===== config.mk =====
export PLATFORM = sky130hd
export DESIGN_NAME = hazard_scoreboard_flat
export DESIGN_NICKNAME = d
export VERILOG_FILES = /design/src/rtl/hazard_scoreboard_if.sv /design/src/rtl/hazard_scoreboard.sv /design/src/flat_wrapper.sv
export SDC_FILE = /design/constraint.sdc
export NUM_CORES = 1
export LEC_CHECK = 0
export CAP_MARGIN = 20
export CORE_MARGIN = 8
export CORE_UTILIZATION = 40
export DETAILED_ROUTE_END_ITERATION = 6
export HOLD_SLACK_MARGIN = 0.12
export SLEW_MARGIN = 10
export SYNTH_ARGS = -nofsm -noshare
export SYNTH_HDL_FRONTEND = slang
export SYNTH_SLANG_ARGS = --single-unit

===== constraint.sdc =====
create_clock -name clk_i -period 7.2 [get_ports clk_i]
set_input_delay 1.08 -clock clk_i [delete_from_list [all_inputs] [get_ports clk_i]]
set_output_delay 1.08 -clock clk_i [all_outputs]
set_load 0.01 [all_outputs]

===== src/rtl/hazard_scoreboard_if.sv =====
// Issue / ID-read / stall bundle between the pipeline control and hazard_scoreboard.
// The pipeline side uses the master modport; the scoreboard uses the slave modport.
interface hazard_scoreboard_if #(
    parameter int LAT_W = 2,
    parameter int CNT_W = 32
);
    logic             issue_valid_i;
    logic             issue_we_i;
    logic [4:0]       issue_rd_i;
    logic [LAT_W-1:0] issue_lat_i;
    logic             squash_i;
    logic [4:0]       id_rs_i;
    logic [4:0]       id_rt_i;
    logic             id_rt_used_i;
    logic             stall_o;
    logic [31:0]      busy_o;
    logic [CNT_W-1:0] stall_cnt_o;

    modport master (
        output issue_valid_i, issue_we_i, issue_rd_i, issue_lat_i, squash_i,
        output id_rs_i, id_rt_i, id_rt_used_i,
        input  stall_o, busy_o, stall_cnt_o
    );

    modport slave (
        input  issue_valid_i, issue_we_i, issue_rd_i, issue_lat_i, squash_i,
        input  id_rs_i, id_rt_i, id_rt_used_i,
        output stall_o, busy_o, stall_cnt_o
    );
endinterface


===== src/rtl/hazard_scoreboard.sv =====
// Per-register latency countdown scoreboard that holds ID until a producer's result is forwardable.
// Optional stall performance counter: define HAZARD_SB_STALL_CNT_EN to build it.
module hazard_scoreboard #(
    parameter int LAT_W = 2,
    parameter int CNT_W = 32
) (
    input  logic                 clk_i,
    input  logic                 rst_i,
    hazard_scoreboard_if.slave   sb
);

    logic [LAT_W-1:0] cnt_q [32];
    logic [LAT_W-1:0] cnt_d [32];
    logic [4:0]       last_rd_q;
    logic             last_vld_q;
    logic             acc;
    logic             rs_hit;
    logic             rt_hit;

    // NOTE: combinational signals get a default at the top of the block so no path infers a latch.
    always_comb begin
        rs_hit = 1'b0;
        rt_hit = 1'b0;
        if (sb.id_rs_i != 5'd0 && cnt_q[sb.id_rs_i] != '0) rs_hit = 1'b1;
        if (sb.id_rt_used_i && sb.id_rt_i != 5'd0 && cnt_q[sb.id_rt_i] != '0) rt_hit = 1'b1;
    end

    assign sb.stall_o = rs_hit | rt_hit;
    assign acc = sb.issue_valid_i & sb.issue_we_i & (sb.issue_rd_i != 5'd0) & ~sb.stall_o;

    // A fresh issue outranks a squash of the previous issue, which outranks the countdown.
    always_comb begin
        cnt_d    = cnt_q;
        cnt_d[0] = '0;
        for (int r = 1; r < 32; r++) begin
            if (acc && sb.issue_rd_i == 5'(r)) begin
                cnt_d[r] = sb.issue_lat_i;
            end else if (sb.squash_i && last_vld_q && last_rd_q == 5'(r)) begin
                cnt_d[r] = '0;
            end else if (cnt_q[r] != '0) begin
                cnt_d[r] = cnt_q[r] - LAT_W'(1);
            end
        end
    end

    // NOTE: state registers use non-blocking assignments so every flop samples pre-edge values.
    // NOTE: the counter array is reset because stall_o must read as 0 the instant reset asserts.
    always_ff @(posedge clk_i or negedge rst_i) begin
        if (!rst_i) begin
            for (int r = 0; r < 32; r++) cnt_q[r] <= '0;
            last_rd_q  <= 5'd0;
            last_vld_q <= 1'b0;
        end else begin
            cnt_q      <= cnt_d;
            last_rd_q  <= sb.issue_rd_i;
            last_vld_q <= acc;
        end
    end

    always_comb begin
        sb.busy_o = '0;
        for (int r = 1; r < 32; r++) sb.busy_o[r] = (cnt_q[r] != '0);
    end

`ifdef HAZARD_SB_STALL_CNT_EN
    logic [CNT_W-1:0] stall_cnt_q;

    // Saturates rather than wraps so a long run never reports a small count.
    always_ff @(posedge clk_i or negedge rst_i) begin
        if (!rst_i) begin
            stall_cnt_q <= '0;
        end else if (sb.stall_o && stall_cnt_q != '1) begin
            stall_cnt_q <= stall_cnt_q + CNT_W'(1);
        end
    end

    assign sb.stall_cnt_o = stall_cnt_q;
`else
    assign sb.stall_cnt_o = '0;
`endif

endmodule


===== src/flat_wrapper.sv =====
// flat-port wrapper written by rule: the top's interface ports become plain ports
module hazard_scoreboard_flat 
#(
    parameter int LAT_W = 2,
    parameter int CNT_W = 32
)
  (clk_i, rst_i, sb_issue_valid_i, sb_issue_we_i, sb_issue_rd_i, sb_issue_lat_i, sb_squash_i, sb_id_rs_i, sb_id_rt_i, sb_id_rt_used_i, sb_stall_o, sb_busy_o, sb_stall_cnt_o);
  hazard_scoreboard_if #(.LAT_W(LAT_W), .CNT_W(CNT_W)) sb_i ();
  input  logic clk_i;
  input  logic rst_i;
  input wire logic [$bits(sb_i.issue_valid_i)-1:0] sb_issue_valid_i;
  input wire logic [$bits(sb_i.issue_we_i)-1:0] sb_issue_we_i;
  input wire logic [$bits(sb_i.issue_rd_i)-1:0] sb_issue_rd_i;
  input wire logic [$bits(sb_i.issue_lat_i)-1:0] sb_issue_lat_i;
  input wire logic [$bits(sb_i.squash_i)-1:0] sb_squash_i;
  input wire logic [$bits(sb_i.id_rs_i)-1:0] sb_id_rs_i;
  input wire logic [$bits(sb_i.id_rt_i)-1:0] sb_id_rt_i;
  input wire logic [$bits(sb_i.id_rt_used_i)-1:0] sb_id_rt_used_i;
  output wire logic [$bits(sb_i.stall_o)-1:0] sb_stall_o;
  output wire logic [$bits(sb_i.busy_o)-1:0] sb_busy_o;
  output wire logic [$bits(sb_i.stall_cnt_o)-1:0] sb_stall_cnt_o;
  assign sb_i.issue_valid_i = sb_issue_valid_i;
  assign sb_i.issue_we_i = sb_issue_we_i;
  assign sb_i.issue_rd_i = sb_issue_rd_i;
  assign sb_i.issue_lat_i = sb_issue_lat_i;
  assign sb_i.squash_i = sb_squash_i;
  assign sb_i.id_rs_i = sb_id_rs_i;
  assign sb_i.id_rt_i = sb_id_rt_i;
  assign sb_i.id_rt_used_i = sb_id_rt_used_i;
  assign sb_stall_o = sb_i.stall_o;
  assign sb_busy_o = sb_i.busy_o;
  assign sb_stall_cnt_o = sb_i.stall_cnt_o;
  hazard_scoreboard #(.LAT_W(LAT_W), .CNT_W(CNT_W)) u_core (.clk_i(clk_i), .rst_i(rst_i), .sb(sb_i));
endmodule

==> results of run 1 <==
==> per-stage QoR <==
step | instance area, sq um | power, mW
4_1_cts | 6270 | 2.93
6_report | 6270 | 2.90
2_1_floorplan | 5540 | 2.00
3_5_place_dp | 6000 | 2.50
5_1_grt | 6270 | 3.18
3_3_place_gp | 5990 | 2.42
==> sequential cells by signal, summed over array words and instances, names as in the netlist <==
signal             cells
u_core.cnt_q          62
u_core.last_rd_q       5
u_core.last_vld_q      1
==> where the power goes <==
group          total, mW  switching, mW  internal, mW  leakage (nW)
sequential         0.748          0.161         0.587         0.805
combinational       1.75          0.843         0.906          1.93
clock              0.408          0.159         0.249         0.135
total               2.90           1.16          1.74          2.87
==> cells by family after synthesis <==
kind of cell | synth area share (%)
AND/OR/NAND/NOR | 16.1
buffers and inverters | 12.8
AO/OA/AOI/OAI | 9.42
multiplexers | 18.1
flip-flops | 31.4
adder cells (fa/ha/maj) | 7.16
XOR/XNOR | 5.01
other | 0.0692
==> worst max path at each step <==
stage                        startpoint    endpoint  slack (ns)  cells after the start
final                     sb_id_rt_i[0]  sb_stall_o        2.11                      7
after global routing      sb_id_rt_i[0]  sb_stall_o        1.90                      7
after CTS                 sb_id_rs_i[0]  sb_stall_o        2.09                      8
after detailed placement  sb_id_rt_i[0]  sb_stall_o        2.10                      7
after global placement    sb_id_rs_i[0]  sb_stall_o        2.19                      8
after floorplan           sb_id_rs_i[0]  sb_stall_o        3.64                      6
==> synthesized netlist by cell type (3+ instances only) <==
cell      instances  area (sq um)
o211ai_1          3          22.5
nor3_1           33           165
xor2_1           31           272
buf_4            36           270
nand3b_1          6          45.0
a21oi_1          56           280
a211o_1           4          35.0
clkbuf_1         12          45.0
nor3b_1           9          67.6
buf_2             3          15.0
a31oi_1          10          62.6
ha_1             31           388
mux2_1            3          33.8
dfrtp_1          68          1700
nor2_1          114           428
nand2_1          12          45.0
nor2b_1           3          18.8
nand3_1           7          35.0
o22ai_1           4          25.0
nand2b_1          4          25.0
mux4_2           12           270
inv_1            95           357
mux2_2           59           664
==> per-layer routing <==
layer	wire (microns)	part of all wire, %
met2	6860	47
met5	10	0.068
met3	1120	7.6
met4	219	1.5
met1	6450	44
==> cell type report <==
| class | instances | area [sq um] |
|---|---|---|
| multi-input cells | 449 | 3140 |
| flip-flops and latches | 68 | 1700 |
| inverters | 96 | 360 |
| clock buffers | 13 | 260 |
| fillers | 1307 | 6980 |
| well taps | 176 | 220 |
| repair buffers | 59 | 571 |
| clock inverters | 2 | 10.0 |
==> worst min-delay path, cell delays in order, from the launching register on <==
cell and delay, ns:
dfrtp_1 0.35, a21oi_1 0.06, nor2_1 0.07, mux2_2 0.15
==> flow_summary.ini, run 1 <==
[outcome]
status = finished, final reports clean

[timing]
relSlewSlack_pct = 39.2
timing.hold.ws_ns = 0.659
min_period_ns = 5.09
hold_viol = 0
fmax_ghz = 0.196
fin_ws_ns = 2.11
report.final.slew_viol_count = 0
rsz0062_at_grt = false
post-route-period-util_pct = 70.7
setup_tns_ns = 0
setup_violations = 0
fin_skew_ns = 0.00734
tightestPinTransition_ns = 0.912

[worst_setup_path]
worstRegToRegCells = 8
cpMostUsedCell = clkdlybuf4s50_1
path_cells = clkdlybuf4s50_1 -> mux4_2 -> o211ai_1 -> o22ai_1 -> o32ai_4 -> buf_4 -> clkdlybuf4s50_1
cp-start-kind = input port
r2r_start = u_core.cnt_q[21]$_DFFE_PN0P_
critPathKind = in -> out
r2r_slack_ns = 4.27
crit_path_max_incr_delay_ns = 0.91
path_buf_inv = 3
path_delay_family = buffers and inverters
worst_r2r_endpoint = u_core.cnt_q[32]$_DFFE_PN0P_
cp_max_fo = 33
crit_path_end_kind = primary output
arrival_ns = 4.01
crit_required_ns = 6.12
cpMaxStageDelayCell = clkdlybuf4s50_1

[global_route]
grt_max_degree = 69
track_usage_pct = 16.6
grt-ovfl-total = 0
use_met2_pct = 26.7
grt_pass1_wl_microns = 23300
busiest_layer = met2
met3_usage_pct = 4.15
gr-usage-met1_pct = 21.4
grt_pass1_vias = 4414
antenna_found_initial = 1

[placement]
place_ws_ns = 2.10
dpl.hpwl_microns = 11000
numPlacedInstances = 848
io_buffers = 54
place_congestion = 0.836

[final_layout]
final_nets = 737
mostFrequentLayoutCell = nor2_1
area_growth_pct = 15.7
antenna_cells = 0
instances_no_fill = 863
final_util_pct = 47.3
layout-drive-gt1-share_pct = 13.5
final_cell_mix = nor2_1 (114), inv_1 (95), dfrtp_1 (68)

[pwr]
p_leak_nw = 2.87
ir_worst_vdd_mv = 0.208
power_density_nw_per_um2 = 463

[drt]
vias = 4486
via_per_inst = 5.20
drtPass1Iterations = 5
drt_iter0_drc = 306
final_antenna_net_count = 0
wl_microns = 14700
drc = 0
routedWlPerCell_microns = 17.0

[synth]
ys_types = 37
postSynth.asyncResetShare_pct = 100
synth_edf_count = 0
syn_area_sq_um = 5420
ys.flop_type = dfrtp_1
ys_seq_area_share_pct = 31.4
yosys_warnings = 0
synthCells = 632
ys_ff_latch = 68
synth.avg_cell_area_sq_um = 8.57

[clock_tree]
cts_inserted_buffers = 9
clk_pin_slew_ns = 0.05
htreeDepth = 3
postCtsSetupRepairBufs = 0
cts-root-buf = clkbuf_16
cts_resized = 0
clockBufferDepth = 2
hold_buffers = 0
numClockSinks = 68
cts_tree = yes
clock_insertion_delay_worst_skew_ns = 0.34

[worst_hold_path]
holdPathEnd = u_core.cnt_q[57]$_DFFE_PN0P_
min_path_cells = 3
min_from = u_core.cnt_q[57]$_DFFE_PN0P_
hp-class = reg -> reg

[die]
rows = 42
die_y_microns = 132
ios = 88
core_sq_um = 13200
die_area_sq_um = 17500
die_x_microns = 132
start_util_pct = 40.9

[run]
drv_cap = 0
No activity file was read; power rests on OpenSTA's default activity.
==> run 2: changes to the inputs <==
clock period = 4.85 ns   (was 7.2 ns; I/O delays follow)
==> run 2 against run 1 <==
Compared with the run above:
- power is 51% higher
- sequential share of layout area is 0.15 points lower
- final cell count stayed put
- critical path depth is 1 lower
- design area is 0.56% higher
- die area stayed put
- worst setup slack worse by 1.3 ns
- combinational power is 47% higher
- clock-buffer cell count is 4 lower
- clock skew is 0.00084 ns higher
- largest cell class unchanged
- largest power group unchanged
==> flow_summary.ini, run 2 (synthesis results as in run 1) <==
[outcome]
status = finished, final reports clean

[timing]
post-route-period-util_pct = 84.0
setup_tns_ns = 0
rsz0062_at_grt = false
fmax_ghz = 0.245
fin_skew_ns = 0.00818
tightestPinTransition_ns = 0.963
min_period_ns = 4.07
report.final.slew_viol_count = 0
timing.hold.ws_ns = 0.550
relSlewSlack_pct = 35.8
setup_violations = 0
hold_viol = 0

[run]
drv_cap = 0

[worst_hold_path]
hp-class = in -> async

[clock_tree]
htreeDepth = 3
cts_resized = 0
clk_pin_slew_ns = 0.05
hold_buffers = 0
cts_inserted_buffers = 9
postCtsSetupRepairBufs = 0
cts_tree = yes
numClockSinks = 68
cts-root-buf = clkbuf_16
clock_insertion_delay_worst_skew_ns = 0.34
clockBufferDepth = 2

[final_layout]
final_nets = 737
fin_area_sq_um = 6300
final_util_pct = 47.6
multiInputGateArea_sq_um = 3140
reg_top3 = u_core.cnt_q: 62 flops, u_core.last_rd_q: 5 flops, u_core.last_vld_q: 1 flops
instances_no_fill = 863
area_growth_pct = 16.4
largest_reg_flops = 62
fillerInstances = 1283
layout-drive-gt1-share_pct = 13.8
ff_latch_area_sq_um = 1700
mostFrequentLayoutCell = nor2_1
top_register = u_core.cnt_q
antenna_cells = 0
final_cell_mix = nor2_1 (114), inv_1 (95), dfrtp_1 (68)

[pwr]
ir_worst_vdd_mv = 0.269
p_sw_share_pct = 39.2
switchingPower_mw = 1.72
p_leak_nw = 2.89
p_clk_share_pct = 15.7
internal_power_mw = 2.66
p_seq_share_pct = 25.4
power_density_nw_per_um2 = 694
combinationalPowerShare_pct = 58.9

[worst_setup_path]
cp_max_fo = 17
cp.depth = 6
crit_required_ns = 4.12
path_delay_family = buffers and inverters
path_buf_inv = 2
cp-start-kind = input port
cpMostUsedCell = clkdlybuf4s50_1
arrival_ns = 3.35
path_cells = clkdlybuf4s50_1 -> mux4_2 -> o211ai_1 -> o22ai_1 -> o32ai_4 -> clkdlybuf4s50_1
crit_path_max_incr_delay_ns = 0.94
cpMaxStageDelayCell = clkdlybuf4s50_1
crit_path_end_kind = primary output
critPathKind = in -> out
worstRegToRegCells = 8

[drt]
via_per_inst = 5.27
wl_microns = 14800
met1_length_microns = 6400
drtPass1Iterations = 5
topRoutingLayerUsed = met4
vias = 4549
drc = 0
routedWlPerCell_microns = 17.1
wl_met2_microns = 6730
wl_met3_microns = 1400
final_antenna_net_count = 0
drt_iter0_drc = 359

[die]
ios = 88
start_util_pct = 40.9
die_y_microns = 132
rows = 42
die_area_sq_um = 17500
die_x_microns = 132
core_sq_um = 13200

[placement]
dpl.hpwl_microns = 11000
numPlacedInstances = 848
io_buffers = 54
place_congestion = 0.884
dpl_cell_area_sq_um = 6000

[global_route]
grt-ovfl-total = 0
grt_pass1_vias = 4534
grt_max_degree = 41
track_usage_pct = 17.0
antenna_found_initial = 0
grt_pass1_wl_microns = 23800
run 2: changes by cell type in the layout (fill, tap and decap cells not counted), sizes merged:
cell    previous run  this run
clkbuf            13         9
bufinv             0         2
clkinv             2         4
run 2: area by class of cell:
type                    count  share of cell area, %
clock buffers               9                   3.57
repair buffers             59                   9.05
multi-input cells         449                   49.9
clock inverters             6                   1.27
well taps                 176                   3.49
flip-flops and latches     68                   27.0
inverters                  96                   5.72
run 2: power by group through the flow:
stage / combinational [mW] / clock, mW / sequential (mW)
2_1_floorplan: 1.91 / 0 / 1.06
3_3_place_gp: 2.46 / 0 / 1.10
3_5_place_dp: 2.57 / 0 / 1.12
4_1_cts: 2.59 / 0.698 / 1.11
5_1_grt: 2.93 / 0.720 / 1.15
6_report: 2.57 / 0.687 / 1.11
run 2: final timing paths:
path / from / end / slack [ns]
max: sb_id_rt_i[0] / sb_stall_o / 0.78
min: rst_i / u_core.cnt_q[31]$_DFFE_PN0P_ / 0.55
max reg2reg: u_core.cnt_q[30]$_DFFE_PN0P_ / u_core.cnt_q[6]$_DFFE_PN0P_ / 2.02
min reg2reg: u_core.cnt_q[57]$_DFFE_PN0P_ / u_core.cnt_q[57]$_DFFE_PN0P_ / 0.64
min in group clk_i: u_core.cnt_q[57]$_DFFE_PN0P_ / u_core.cnt_q[57]$_DFFE_PN0P_ / 0.64
max in group asynchronous: rst_i / u_core.cnt_q[43]$_DFFE_PN0P_ / 3.32
run 2: worst reg2reg max path: stages (launching register included):
cell and delay (ns):
dfrtp_1 0.40, nor2_1 0.29, mux4_2 0.29, mux2i_1 0.06, a221oi_1 0.43, o32ai_4 0.17, buf_4 0.28, nor3_1 0.40
mux2_2 0.38
run 2: metal layers:
metal  vias to the layer above  global-route usage, %
li1                       2152                      -
met1                      2202                   21.7
met3                        20                   5.34
met4                         0                   4.98
met2                       175                   26.9
met5                         -                      0
run 2: metrics by stage:
step	worst slack (ns)	power [mW]
3_5_place_dp	0.793	3.69
3_3_place_gp	0.881	3.56
6_report	0.775	4.37
4_1_cts	0.775	4.40
2_1_floorplan	1.99	2.97
5_1_grt	0.664	4.79
==> run 3: changes to the inputs <==
PLACE_DENSITY = 0.65   (was unset)
clock period = 3.6 ns   (was 4.85 ns; I/O delays follow)
==> run 3 against run 2 <==
Compared with the run above:
- combinational power rose by 37%
- largest cell class unchanged
- largest power group unchanged
- non-clock buffer count rose by 9
- highest routed layer unchanged
- critical path type unchanged
- first-iteration DRC count fell by 14%
==> flow_summary.ini, run 3 (synthesis results as in run 1) <==
[timing]
fmax_ghz = 0.292
post-route-period-util_pct = 95.1
hold_viol = 0
fin_skew_ns = 0.00669
fin_ws_ns = 0.176
relSlewSlack_pct = 44.9
tightestPinTransition_ns = 0.825
report.final.slew_viol_count = 0
setup_tns_ns = 0
rsz0062_at_grt = false
min_period_ns = 3.42
setup_violations = 0

[drt]
wl_microns = 14900
drt_iter0_drc = 310
final_antenna_net_count = 0
drc = 0
vias = 4542
routedWlPerCell_microns = 17.1
drtPass1Iterations = 5
via_per_inst = 5.21

[die]
core_sq_um = 13200
die_y_microns = 132
rows = 42
ios = 88
start_util_pct = 40.9
die_area_sq_um = 17500
die_x_microns = 132

[final_layout]
reg_top3 = u_core.cnt_q: 62 flops, u_core.last_rd_q: 5 flops, u_core.last_vld_q: 1 flops
fillerInstances = 1256
final_nets = 746
top_register = u_core.cnt_q
multiInputGateArea_sq_um = 3140
ff_latch_area_sq_um = 1700
antenna_cells = 0
area_growth_pct = 17.9
largest_reg_flops = 62
layout-drive-gt1-share_pct = 14.5
final_cell_mix = nor2_1 (114), inv_1 (95), dfrtp_1 (68)
mostFrequentLayoutCell = nor2_1

[placement]
place_congestion = 0.847
place_ws_ns = 0.00745
io_buffers = 54
dpl.hpwl_microns = 11100

[pwr]
switchingPower_mw = 2.34
combinationalPowerShare_pct = 59.5
p_leak_nw = 2.94
internal_power_mw = 3.59
p_seq_share_pct = 25.2
ir_worst_vdd_mv = 0.277
power_density_nw_per_um2 = 927
p_clk_share_pct = 15.3
p_sw_share_pct = 39.5

[worst_hold_path]
hp-class = in -> async

[global_route]
antenna_found_initial = 0
grt_max_degree = 44
grt-ovfl-total = 0
grt_pass1_wl_microns = 24400
grt_pass1_vias = 4886
track_usage_pct = 17.3

[worst_setup_path]
r2r_start = u_core.cnt_q[21]$_DFFE_PN0P_
r2r_slack_ns = 0.73
cp-start-kind = input port
arrival_ns = 2.88
cp_max_fo = 5
crit_path_end_kind = primary output
worstRegToRegCells = 8
critPathKind = in -> out
worst_r2r_endpoint = u_core.cnt_q[46]$_DFFE_PN0P_
crit_required_ns = 3.06

[clock_tree]
cts_inserted_buffers = 9
htreeDepth = 3
cts_tree = yes
clk_pin_slew_ns = 0.05
numClockSinks = 68
clockBufferDepth = 2
clock_insertion_delay_worst_skew_ns = 0.33
cts-root-buf = clkbuf_16

[run]
drv_cap = 0

[outcome]
status = finished, final reports clean
[run 3: cell types whose count changed in the layout (fill, tap and decap cells not counted), moves of 2 or more]
| cell | before | now |
|---|---|---|
| clkinv_2 | 4 | 0 |
| clkbuf_1 | 0 | 2 |
| buf_4 | 4 | 12 |
| clkbuf_8 | 0 | 3 |
[run 3: metrics by stage]
stage | util [%] | cells | power (mW) | hold WS [ns] | area (sq um)
global route | 48.2 | 872 | 6.50 | 0.627 | 6390
floorplan | - | 664 | 4.00 | 0.244 | 5540
global placement | 45.6 | 854 | 4.79 | 0.621 | 6040
detailed placement | 45.6 | 854 | 5.02 | 0.644 | 6040
CTS | 48.0 | 870 | 5.96 | 0.423 | 6360
finish | 48.2 | 872 | 5.92 | 0.614 | 6390
[run 3: routing by layer]
metal | global-route usage [%] | up-vias | wire length (microns)
met3 | 4.15 | 31 | 1150
met1 | 21.0 | 2187 | 6370
met4 | 9.46 | 0 | 422
met2 | 27.8 | 154 | 6960
li1 | - | 2170 | -
met5 | 0 | - | 0
[run 3: worst max path at each step]
stage / start / to / cells after the start
floorplan: sb_id_rs_i[0] / u_core.cnt_q[28]$_DFFE_PN0P_ / 8
global placement: sb_id_rs_i[0] / sb_stall_o / 7
detailed placement: sb_id_rs_i[0] / sb_stall_o / 7
CTS: sb_id_rs_i[0] / sb_stall_o / 7
global route: sb_id_rt_i[1] / sb_stall_o / 7
finish: sb_id_rt_i[1] / sb_stall_o / 7
[run 3: worst max-delay path, stage by stage]
cell             delay, ns
clkdlybuf4s50_1       0.43
inv_1                 0.22
mux4_2                0.56
a32oi_1               0.18
a31oi_1               0.16
o32ai_4               0.19
clkdlybuf4s50_1       0.60
[run 3: timing repair]
item,in CTS,in global routing
endpoints found under the hold margin,0,8
buffers inserted,1,0
resized for setup,0,1
hold buffers,0,1
setup endpoints to repair,1,1
[run 3: area by class of cell]
cell class	instances	share of cell area (%)
Clock buffer	14	4.29
Timing Repair Buffer	68	10.3
Clock inverter	1	0.470
Tap cell	176	3.45
Sequential cell	68	26.6
Inverter	96	5.64
Multi-Input combinational cell	449	49.2
[run 3: power by group through the flow]
| stage | registers (mW) | logic [mW] | clock network, mW |
|---|---|---|---|
| final | 1.49 | 3.53 | 0.905 |
| after global routing | 1.55 | 4.01 | 0.946 |
| after CTS | 1.49 | 3.55 | 0.922 |
| after detailed placement | 1.50 | 3.52 | 0 |
| after global placement | 1.47 | 3.32 | 0 |
| after floorplan | 1.43 | 2.57 | 0 |
